==> src/rtl/hazard_scoreboard_if.sv <==
// Decode-side bundle between the decoder and the hazard scoreboard.
// The decoder drives the issue/source fields; the scoreboard returns stall, forward selects and occupancy.
interface hazard_scoreboard_if #(
  parameter int REG_ADDR_W = 4,
  parameter int NUM_SRC    = 2,
  parameter int PIPE_DEPTH = 3,
  parameter int SEL_W      = $clog2(PIPE_DEPTH + 1)
);
  logic                          forward_EN;
  logic                          issue_valid;
  logic [REG_ADDR_W-1:0]         issue_dest;
  logic                          issue_wb_en;
  logic                          issue_mem_r;
  logic                          flush;
  logic [NUM_SRC*REG_ADDR_W-1:0] src_addr;
  logic [NUM_SRC-1:0]            src_used;
  logic                          stall;
  logic [NUM_SRC*SEL_W-1:0]      fwd_sel;
  logic [SEL_W-1:0]              pending_cnt;

  modport master (
    output forward_EN, issue_valid, issue_dest, issue_wb_en, issue_mem_r,
    output flush, src_addr, src_used,
    input  stall, fwd_sel, pending_cnt
  );

  modport slave (
    input  forward_EN, issue_valid, issue_dest, issue_wb_en, issue_mem_r,
    input  flush, src_addr, src_used,
    output stall, fwd_sel, pending_cnt
  );
endinterface

==> src/rtl/hazard_scoreboard.sv <==
// Shift scoreboard of in-flight writers behind decode; raises a decode stall
// and selects the youngest forwarding source for every decode operand.
module hazard_scoreboard #(
  parameter int REG_ADDR_W = 4,
  parameter int NUM_SRC    = 2,
  parameter int PIPE_DEPTH = 3,
  parameter int LOAD_LAT   = 1
) (
  input  logic                 clk,
  input  logic                 rst,
  hazard_scoreboard_if.slave   hz
);
  localparam int SEL_W = $clog2(PIPE_DEPTH + 1);

  logic [PIPE_DEPTH-1:0]                 valid_q, valid_d;
  logic [PIPE_DEPTH-1:0]                 load_q, load_d;
  logic [PIPE_DEPTH-1:0][REG_ADDR_W-1:0] dest_q, dest_d;
  logic [SEL_W-1:0]                      pending_cnt_q, pending_cnt_d;

  logic                     stall_s;
  logic [NUM_SRC*SEL_W-1:0] fwd_sel_s;
  logic [REG_ADDR_W-1:0]    addr_s;
  logic                     hit_s;
  logic                     young_load_s;
  logic [SEL_W-1:0]         kidx_s;

  // Per-source youngest-match search; the oldest-to-youngest scan lets the lowest slot win.
  always_comb begin
    stall_s      = 1'b0;
    fwd_sel_s    = '0;
    addr_s       = '0;
    hit_s        = 1'b0;
    young_load_s = 1'b0;
    kidx_s       = '0;
    for (int j = 0; j < NUM_SRC; j++) begin
      addr_s       = hz.src_addr[j*REG_ADDR_W +: REG_ADDR_W];
      hit_s        = 1'b0;
      young_load_s = 1'b0;
      kidx_s       = '0;
      for (int k = PIPE_DEPTH - 1; k >= 0; k--) begin
        if (valid_q[k] && (dest_q[k] == addr_s)) begin
          hit_s        = 1'b1;
          kidx_s       = SEL_W'(k);
          young_load_s = load_q[k] && (k < LOAD_LAT);
        end else begin
          hit_s        = hit_s;
        end
      end
      hit_s = hit_s & hz.src_used[j] & (addr_s != '0);
      if (!hz.forward_EN) begin
        stall_s = stall_s | hit_s;
      end else begin
        stall_s = stall_s | (hit_s & young_load_s);
        fwd_sel_s[j*SEL_W +: SEL_W] = hit_s ? (kidx_s + SEL_W'(1)) : '0;
      end
    end
  end

  // Next slot contents: decode enters slot0 unless stalled, flushed, non-writing or targeting r0.
  always_comb begin
    valid_d       = '0;
    load_d        = '0;
    dest_d        = '0;
    pending_cnt_d = '0;
    valid_d[0] = hz.issue_valid & hz.issue_wb_en & ~stall_s & ~hz.flush &
                 (hz.issue_dest != '0);
    dest_d[0]  = hz.issue_dest;
    load_d[0]  = hz.issue_mem_r;
    for (int i = 1; i < PIPE_DEPTH; i++) begin
      valid_d[i] = valid_q[i-1];
      dest_d[i]  = dest_q[i-1];
      load_d[i]  = load_q[i-1];
    end
    for (int i = 0; i < PIPE_DEPTH; i++) begin
      pending_cnt_d = pending_cnt_d + SEL_W'(valid_d[i]);
    end
  end

  // Slot state and occupancy count.
  always_ff @(posedge clk or posedge rst) begin
    if (rst) begin
      valid_q       <= '0;
      load_q        <= '0;
      dest_q        <= '0;
      pending_cnt_q <= '0;
    end else begin
      valid_q       <= valid_d;
      load_q        <= load_d;
      dest_q        <= dest_d;
      pending_cnt_q <= pending_cnt_d;
    end
  end

  assign hz.stall       = stall_s;
  assign hz.fwd_sel     = fwd_sel_s;
  assign hz.pending_cnt = pending_cnt_q;
endmodule
==> src/flat_wrapper.sv <==
// flat-port wrapper written by rule: the top's interface ports become plain ports
module hazard_scoreboard_flat 
#(
  parameter int REG_ADDR_W = 4,
  parameter int NUM_SRC    = 2,
  parameter int PIPE_DEPTH = 3,
  parameter int LOAD_LAT   = 1
)
  (clk, rst, hz_forward_EN, hz_issue_valid, hz_issue_dest, hz_issue_wb_en, hz_issue_mem_r, hz_flush, hz_src_addr, hz_src_used, hz_stall, hz_fwd_sel, hz_pending_cnt);
  hazard_scoreboard_if #(.REG_ADDR_W(REG_ADDR_W), .NUM_SRC(NUM_SRC), .PIPE_DEPTH(PIPE_DEPTH)) hz_i ();
  input  logic clk;
  input  logic rst;
  input wire logic [$bits(hz_i.forward_EN)-1:0] hz_forward_EN;
  input wire logic [$bits(hz_i.issue_valid)-1:0] hz_issue_valid;
  input wire logic [$bits(hz_i.issue_dest)-1:0] hz_issue_dest;
  input wire logic [$bits(hz_i.issue_wb_en)-1:0] hz_issue_wb_en;
  input wire logic [$bits(hz_i.issue_mem_r)-1:0] hz_issue_mem_r;
  input wire logic [$bits(hz_i.flush)-1:0] hz_flush;
  input wire logic [$bits(hz_i.src_addr)-1:0] hz_src_addr;
  input wire logic [$bits(hz_i.src_used)-1:0] hz_src_used;
  output wire logic [$bits(hz_i.stall)-1:0] hz_stall;
  output wire logic [$bits(hz_i.fwd_sel)-1:0] hz_fwd_sel;
  output wire logic [$bits(hz_i.pending_cnt)-1:0] hz_pending_cnt;
  assign hz_i.forward_EN = hz_forward_EN;
  assign hz_i.issue_valid = hz_issue_valid;
  assign hz_i.issue_dest = hz_issue_dest;
  assign hz_i.issue_wb_en = hz_issue_wb_en;
  assign hz_i.issue_mem_r = hz_issue_mem_r;
  assign hz_i.flush = hz_flush;
  assign hz_i.src_addr = hz_src_addr;
  assign hz_i.src_used = hz_src_used;
  assign hz_stall = hz_i.stall;
  assign hz_fwd_sel = hz_i.fwd_sel;
  assign hz_pending_cnt = hz_i.pending_cnt;
  hazard_scoreboard #(.REG_ADDR_W(REG_ADDR_W), .NUM_SRC(NUM_SRC), .PIPE_DEPTH(PIPE_DEPTH), .LOAD_LAT(LOAD_LAT)) u_core (.clk(clk), .rst(rst), .hz(hz_i));
endmodule
==> config.mk <==
export PLATFORM = sky130hd
export DESIGN_NAME = hazard_scoreboard_flat
export DESIGN_NICKNAME = d
export VERILOG_FILES = /design/src/rtl/hazard_scoreboard_if.sv /design/src/rtl/hazard_scoreboard.sv /design/src/flat_wrapper.sv
export SDC_FILE = /design/constraint.sdc
export NUM_CORES = 1
export LEC_CHECK = 0
export BUFFER_PORTS_ARGS = -buffer_cell sky130_fd_sc_hd__clkbuf_2
export CAP_MARGIN = 20
export CORE_AREA = 2 2 47 57
export DETAILED_ROUTE_END_ITERATION = 8
export DIE_AREA = 0 0 49 59
export PLACE_DENSITY_LB_ADDON = 0.25
export SKIP_CTS_REPAIR_TIMING = 1
export SYNTH_ARGS = -nofsm -noshare
export SYNTH_HDL_FRONTEND = slang
export SYNTH_SLANG_ARGS = --single-unit
export TNS_END_PERCENT = 1
==> constraint.sdc <==
create_clock -name clk -period 4.67 [get_ports clk]
set_input_delay 0.934 -clock clk [delete_from_list [all_inputs] [get_ports clk]]
set_output_delay 0.934 -clock clk [all_outputs]
set_load 0.05 [all_outputs]
==> results.yml, run 1 <==
sta:
  max_freq_mhz: 290
  fin_worst_skew_ns: 0.00579
  rsz0062_at_grt: "false"
  worst_pin_slew_ns: 0.657
  slew_violations: 0
  min_period_ns: 3.44
  max_slew_margin_pct: 56.2
  setup_viol: 0
  fin_crit_sh_pct: 73.7
  fin_setup_tns_ns: 0
  hold_viol: 0
layout:
  drive_gt1_share_pct: 31.0
  area_growth_pct: 22.8
  fill_cells: 227
  n_antenna_cell: 0
  utilization_pct: 49.2
  nets: 136
clocking:
  clockBufferDepth: 2
  clock_latency_ns: 0.30
  clkSlewWorstSetupHoldPaths_ns: 0.10
  htreeDepth: 1
  cts_tree: "done"
  clkSinkCount: 18
  cts_root_buf: "clkbuf_4"
  cts_buffers: 3
synthesis:
  synth_cell_type_count: 23
  ys_ff_latch: 18
  synthCells: 82
  async_flop_share_pct: 100
  yosysSeqAreaShare_pct: 48.8
  yosysWarnings: 0
  synth_nets: 104
  synth_largest_area_cell: "dfrtp_1"
  yosysTopAreaCellShare_pct: 48.8
  synth_edf_count: 0
  synth_area_um2: 923
  syn_avg_cell_area_um2: 11.3
  yosys_most_used_dff: "dfrtp_1"
  synthTopCellsByArea: "dfrtp_1 (49%), xor2_1 (19%), nor4_1 (4.1%)"
pwr:
  seqPwrFrac_pct: 53.8
  power_switching_mw: 0.0866
  pwr-share-clk_pct: 30.6
  leakage_nw: 0.527
  power_frac_comb_pct: 15.6
  power_density_mw_per_mm2: 281
  switching_share_pct: 27.2
  max-vdd-ir-drop_v: 0.000193
  power.internal_mw: 0.232
global_routing:
  use_met3_pct: 1.77
  met2_usage_pct: 26.6
  grt_util_met1_pct: 18.2
  grt_max_degree: 19
  grt_antenna_before_repair: 0
  first_global_vias: 721
  overflow: 0
  grt_pass1_wl_um: 3210
  grt_use_total_pct: 15.0
  top_usage_layer: "met2"
worst_hold_path:
  min_delay_worst_endpoint: "u_core.dest_q[9]"
  hold_depth: 0
  hp-class: "register to register"
  holdCritStartpoint: "u_core.dest_d[9]"
die:
  core.rowCount: 19
  core_mm2: 0.00231
  dieArea_mm2: 0.00289
  start_util_pct: 40.0
  die_w_um: 49
  ios: 28
  fp.dieH_um: 59
place:
  portBuffers: 27
  dp_hpwl_um: 1570
  gp_congestion: 0.773
route:
  firstDrtPassIters: 4
  routed_wl_um: 1860
  drt_iter0_markers: 12
  route.detailed.drc: 0
  final_antenna_net_count: 0
  via_per_inst: 4.81
  wl_per_cell_um: 12.9
  vias: 692
critical_path:
  critPathMaxFanout: 4
  r2r_start: "u_core.dest_d[5]"
  worstRegToRegCells: 6
  crit_required_ns: 3.74
  cp-end-kind: "output port"
  startpoint: "hz_src_addr[7]"
  reg2reg_to: "u_core.hz.pending_cnt[0]"
  path_class: "input port to output port"
  arrival_ns: 2.51
  r2r_slack_ns: 2.48
  startpoint_type: "input port"
run:
  max_cap_viol_count: 0
run_status:
  status: "finished, final reports clean"
critical path, cell delays in order:
cell      delay (ns)
clkbuf_2        0.15
xor2_1          0.16
nor4_1          0.35
nand2_1         0.16
o311a_2         0.36
o21ai_0         0.09
clkbuf_2        0.30
logic make-up after synthesis:
family	count (synthesis)	share of synthesized area (%)
and+or+nand+nor	27	15.4
xor gates and xnor gates	24	22.8
DFF	18	48.8
AOI/OAI and AO/OA	9	9.62
buffers and inverters	3	1.22
adders and majority gates	1	2.17
synth_stat cells (2+ instances only):
cell,n
xor2_1,20
dfrtp_1,18
nor3_1,3
xnor2_1,4
nor2_1,3
nand2_1,6
inv_1,3
nand2b_1,3
a21oi_1,2
nor4_1,6
or2_2,2
stage by stage:
step | cell area, um^2 | hold WS (ns) | total power, mW | cells | worst slack (ns)
after floorplan | 923 | 0.409 | 0.203 | 82 | 0.983
after global placement | 1100 | 0.431 | 0.224 | 140 | 1.20
final | 1130 | 0.450 | 0.319 | 144 | 1.23
after CTS | 1130 | 0.451 | 0.320 | 144 | 1.21
after global routing | 1130 | 0.467 | 0.334 | 144 | 1.08
after detailed placement | 1100 | 0.428 | 0.225 | 140 | 1.21
layout by cell type, fill, tap and decap left out:
master / netlist / routed
a21oi_1: 2 / 2
o211a_1: 1 / 1
nand4_1: 1 / 1
nor3_1: 3 / 3
nor3b_1: 1 / 1
nor4_1: 6 / 6
o21ai_0: 1 / 1
nor2b_1: 1 / 1
xor2_1: 20 / 20
clkbuf_4: 0 / 3
fa_1: 1 / 1
a22oi_1: 1 / 1
o41ai_1: 1 / 1
clkbuf_8: 0 / 1
xnor2_1: 4 / 4
or2_2: 2 / 2
clkbuf_2: 0 / 27
nand3_1: 1 / 1
o41ai_4: 1 / 1
a221oi_1: 1 / 1
nand2_1: 6 / 6
o311a_2: 1 / 1
inv_1: 3 / 3
dfrtp_1: 18 / 18
nor2_1: 3 / 3
nand2b_1: 3 / 3
how the worst max path moves through the flow:
stage	endpoint	slack [ns]
after floorplan	hz_fwd_sel[3]	0.98
after CTS	hz_stall	1.21
final	hz_stall	1.23
after detailed placement	hz_stall	1.21
after global routing	hz_stall	1.08
after global placement	hz_stall	1.20
area by class of cell:
type	count	area (um^2)	share of cell area [%]
repair buffers	27	135	11.9
well taps	31	38.8	3.42
multi-input cells	61	462	40.7
clock buffers	4	36.3	3.20
inverters	3	11.3	0.993
flip-flops and latches	18	450	39.7
power groups by stage:
stage / sequential [mW] / clock, mW / combinational, mW
after CTS: 0.172 / 0.0978 / 0.0507
after global routing: 0.173 / 0.106 / 0.0557
final: 0.171 / 0.0976 / 0.0498
after detailed placement: 0.175 / 0 / 0.0504
after global placement: 0.174 / 0 / 0.0493
after floorplan: 0.177 / 0 / 0.0253
flip-flops by register name, summed over array words and instances (netlist names):
| register | flops |
|---|---|
| u_core.dest_q | 4 |
| u_core.hz.pending_cnt | 2 |
| u_core.valid_q | 3 |
| u_core.dest_d | 8 |
| u_core.load_q | 1 |
metal layers:
layer / part of all wire (%) / routed length (um)
met4: 1.4 / 27
met3: 4.1 / 77
met1: 42 / 787
met5: 0 / 0
met2: 52 / 972
No activity file was read; power rests on OpenSTA's default activity.
==> inputs of run 2 (changes only) <==
--- a/config.mk
+++ b/config.mk
@@ -5,11 +5,12 @@
 export SDC_FILE = /design/constraint.sdc
 export NUM_CORES = 1
 export LEC_CHECK = 0
+export ABC_AREA = 1
 export BUFFER_PORTS_ARGS = -buffer_cell sky130_fd_sc_hd__clkbuf_2
 export CAP_MARGIN = 20
-export CORE_AREA = 2 2 47 57
+export CORE_AREA = 2 2 50 61
 export DETAILED_ROUTE_END_ITERATION = 8
-export DIE_AREA = 0 0 49 59
+export DIE_AREA = 0 0 52 63
 export PLACE_DENSITY_LB_ADDON = 0.25
 export SKIP_CTS_REPAIR_TIMING = 1
 export SYNTH_ARGS = -nofsm -noshare
==> constraint.sdc (replaced) <==
create_clock -name clk -period 3 [get_ports clk]
set_input_delay 0.6 -clock clk [delete_from_list [all_inputs] [get_ports clk]]
set_output_delay 0.6 -clock clk [all_outputs]
set_load 0.05 [all_outputs]
==> run 2 against run 1 <==
Against the previous run: final area is 12% higher; hold slack lost 0.083 ns; sequential power is 56% higher; largest cell class unchanged; critical endpoint is now hz_fwd_sel[0]; synthesized cell count rose by 67%; final cell count increased by 40%; combinational power rose by 88%; via count up 46%; critical path depth rose by 2; sequential share of layout area down 4.3 points; register-to-register slack worse by 1.4 ns; synthesized area increased by 15%.
==> results.yml, run 2 <==
critical_path:
  critPathMaxFanout: 3
  crit_required_ns: 2.40
  r2r_slack_ns: 1.08
  arrival_ns: 1.82
  path_class: "register to output port"
  startpoint_type: "register"
  cp-end-kind: "output port"
layout:
  final_cells: 202
  final_cell_mix: "nand2_1 (41), clkbuf_2 (27), dfrtp_1 (18)"
  n_antenna_cell: 0
  drive_gt1_share_pct: 32.1
  nets: 191
  layout_commonest_cell: "nand2_1"
  largest_reg_flops: 8
  fill_cells: 274
  area_growth_pct: 20.2
sta:
  hold_viol: 0
  fin_crit_sh_pct: 80.8
  worst_pin_slew_ns: 0.690
  min_period_ns: 2.42
  fin_setup_tns_ns: 0
  slew_violations: 0
  rsz0062_at_grt: "false"
  fin_worst_skew_ns: 0.00721
  setup_viol: 0
  max_slew_margin_pct: 54.0
  max_freq_mhz: 413
synthesis:
  synth_nets: 159
  yosysWarnings: 0
  ys_ff_latch: 18
  async_flop_share_pct: 100
  yosysSeqAreaShare_pct: 42.6
  synth_largest_area_cell: "dfrtp_1"
  synthCells: 137
  synthTopCellsByCount: "nand2_1 (41), dfrtp_1 (18), nor2_1 (17)"
  yosys_most_used_dff: "dfrtp_1"
  synth_most_common_cell: "nand2_1"
  yosysTopAreaCellShare_pct: 42.6
  syn_avg_cell_area_um2: 7.73
  synthTopCellsByArea: "dfrtp_1 (43%), nand2_1 (15%), nor2_1 (6.0%)"
  synth_cell_type_count: 22
  synth_edf_count: 0
  synth_area_mm2: 0.00106
global_routing:
  grt_antenna_before_repair: 0
  grt_pass1_wl_um: 4120
  first_global_vias: 1010
  grt_max_degree: 19
  overflow: 0
  grt_use_total_pct: 16.8
clocking:
  clkSlewWorstSetupHoldPaths_ns: 0.11
  clkSinkCount: 18
  clock_latency_ns: 0.30
  cts_root_buf: "clkbuf_4"
  cts_tree: "done"
  clockBufferDepth: 2
  cts_buffers: 3
  htreeDepth: 1
die:
  ios: 28
  core.rowCount: 21
  dieArea_mm2: 0.00328
  fp.dieH_um: 63
  core_mm2: 0.00271
  die_w_um: 52
  start_util_pct: 39.1
place:
  dp_hpwl_um: 2000
  portBuffers: 27
  numPlacedInstances: 198
  gp_congestion: 0.854
route:
  via_per_inst: 5.00
  drt_iter0_markers: 19
  routed_wl_um: 2450
  final_antenna_net_count: 0
  firstDrtPassIters: 4
  wl_per_cell_um: 12.1
  vias: 1011
  route.detailed.drc: 0
pwr:
  power_density_mw_per_mm2: 403
  leakage_nw: 0.683
  max-vdd-ir-drop_v: 0.000309
run_status:
  status: "finished, final reports clean"
run:
  max_cap_viol_count: 0
worst_hold_path:
  hp-class: "input port to asynchronous set/reset pin"
## run 2: final timing paths
check                                            to             start  cells after the start
setup reg to reg           u_core.hz.pending_cnt[0]  u_core.dest_d[5]                     10
hold reg to reg                    u_core.dest_q[9]  u_core.dest_d[9]                      0
hold / removal                     u_core.dest_d[7]               rst                      2
max in group asynchronous          u_core.dest_d[5]               rst                      2
setup / recovery                      hz_fwd_sel[0]  u_core.dest_d[5]                      9
min in group clk                   u_core.load_q[0]    hz_issue_mem_r                      1
## run 2: cells by family after synthesis
kind of cell | count (synthesis) | synth area share, %
AND/OR/NAND/NOR | 83 | 38.2
flip-flops | 18 | 42.6
buffers and inverters | 17 | 6.03
AO/OA/AOI/OAI | 13 | 7.21
XOR/XNOR | 5 | 4.14
adder cells (fa/ha/maj) | 1 | 1.89
## run 2: report_power, final
group / total, mW / switching, mW / internal [mW] / leakage [nW]
sequential: 0.267 / 0.0116 / 0.255 / 0.219
clock: 0.153 / 0.0794 / 0.0740 / 0.0210
combinational: 0.0934 / 0.0613 / 0.0322 / 0.443
total: 0.513 / 0.152 / 0.361 / 0.683
## run 2: worst max-delay path: stages (launching register included)
cell,delay (ns)
dfrtp_1,0.40
inv_1,0.08
nand2_1,0.06
nand2_1,0.05
nor2_1,0.23
nand3_2,0.14
nand3_2,0.09
nand3_1,0.09
nor2_1,0.10
clkbuf_2,0.28
## run 2: per-layer routing
| metal | GRT usage, % | vias to the layer above | routed length [um] |
|---|---|---|---|
| met5 | 0 | - | 0 |
| met4 | 6.91 | 0 | 54 |
| met3 | 2.87 | 7 | 125 |
| met2 | 30.5 | 36 | 1290 |
| met1 | 18.4 | 477 | 983 |
| li1 | - | 491 | - |
## run 2: per-stage QoR
step	utilization, %	instance area (um^2)	hold slack, ns	setup WS (ns)	power [mW]
2_1_floorplan	-	1060	0.369	0.616	0.328
3_3_place_gp	45.7	1240	0.408	0.620	0.362
3_5_place_dp	45.7	1240	0.415	0.579	0.366
4_1_cts	47.0	1270	0.399	0.561	0.516
5_1_grt	47.0	1270	0.399	0.396	0.540
6_report	47.0	1270	0.367	0.576	0.513
## run 2: final cells by class
cell class	count	area (um^2)	area share [%]
Multi-Input combinational cell	102	544	42.8
Sequential cell	18	450	35.4
Timing Repair Buffer	27	135	10.6
Inverter	17	63.8	5.01
Tap cell	34	42.5	3.34
Clock buffer	4	36.3	2.85
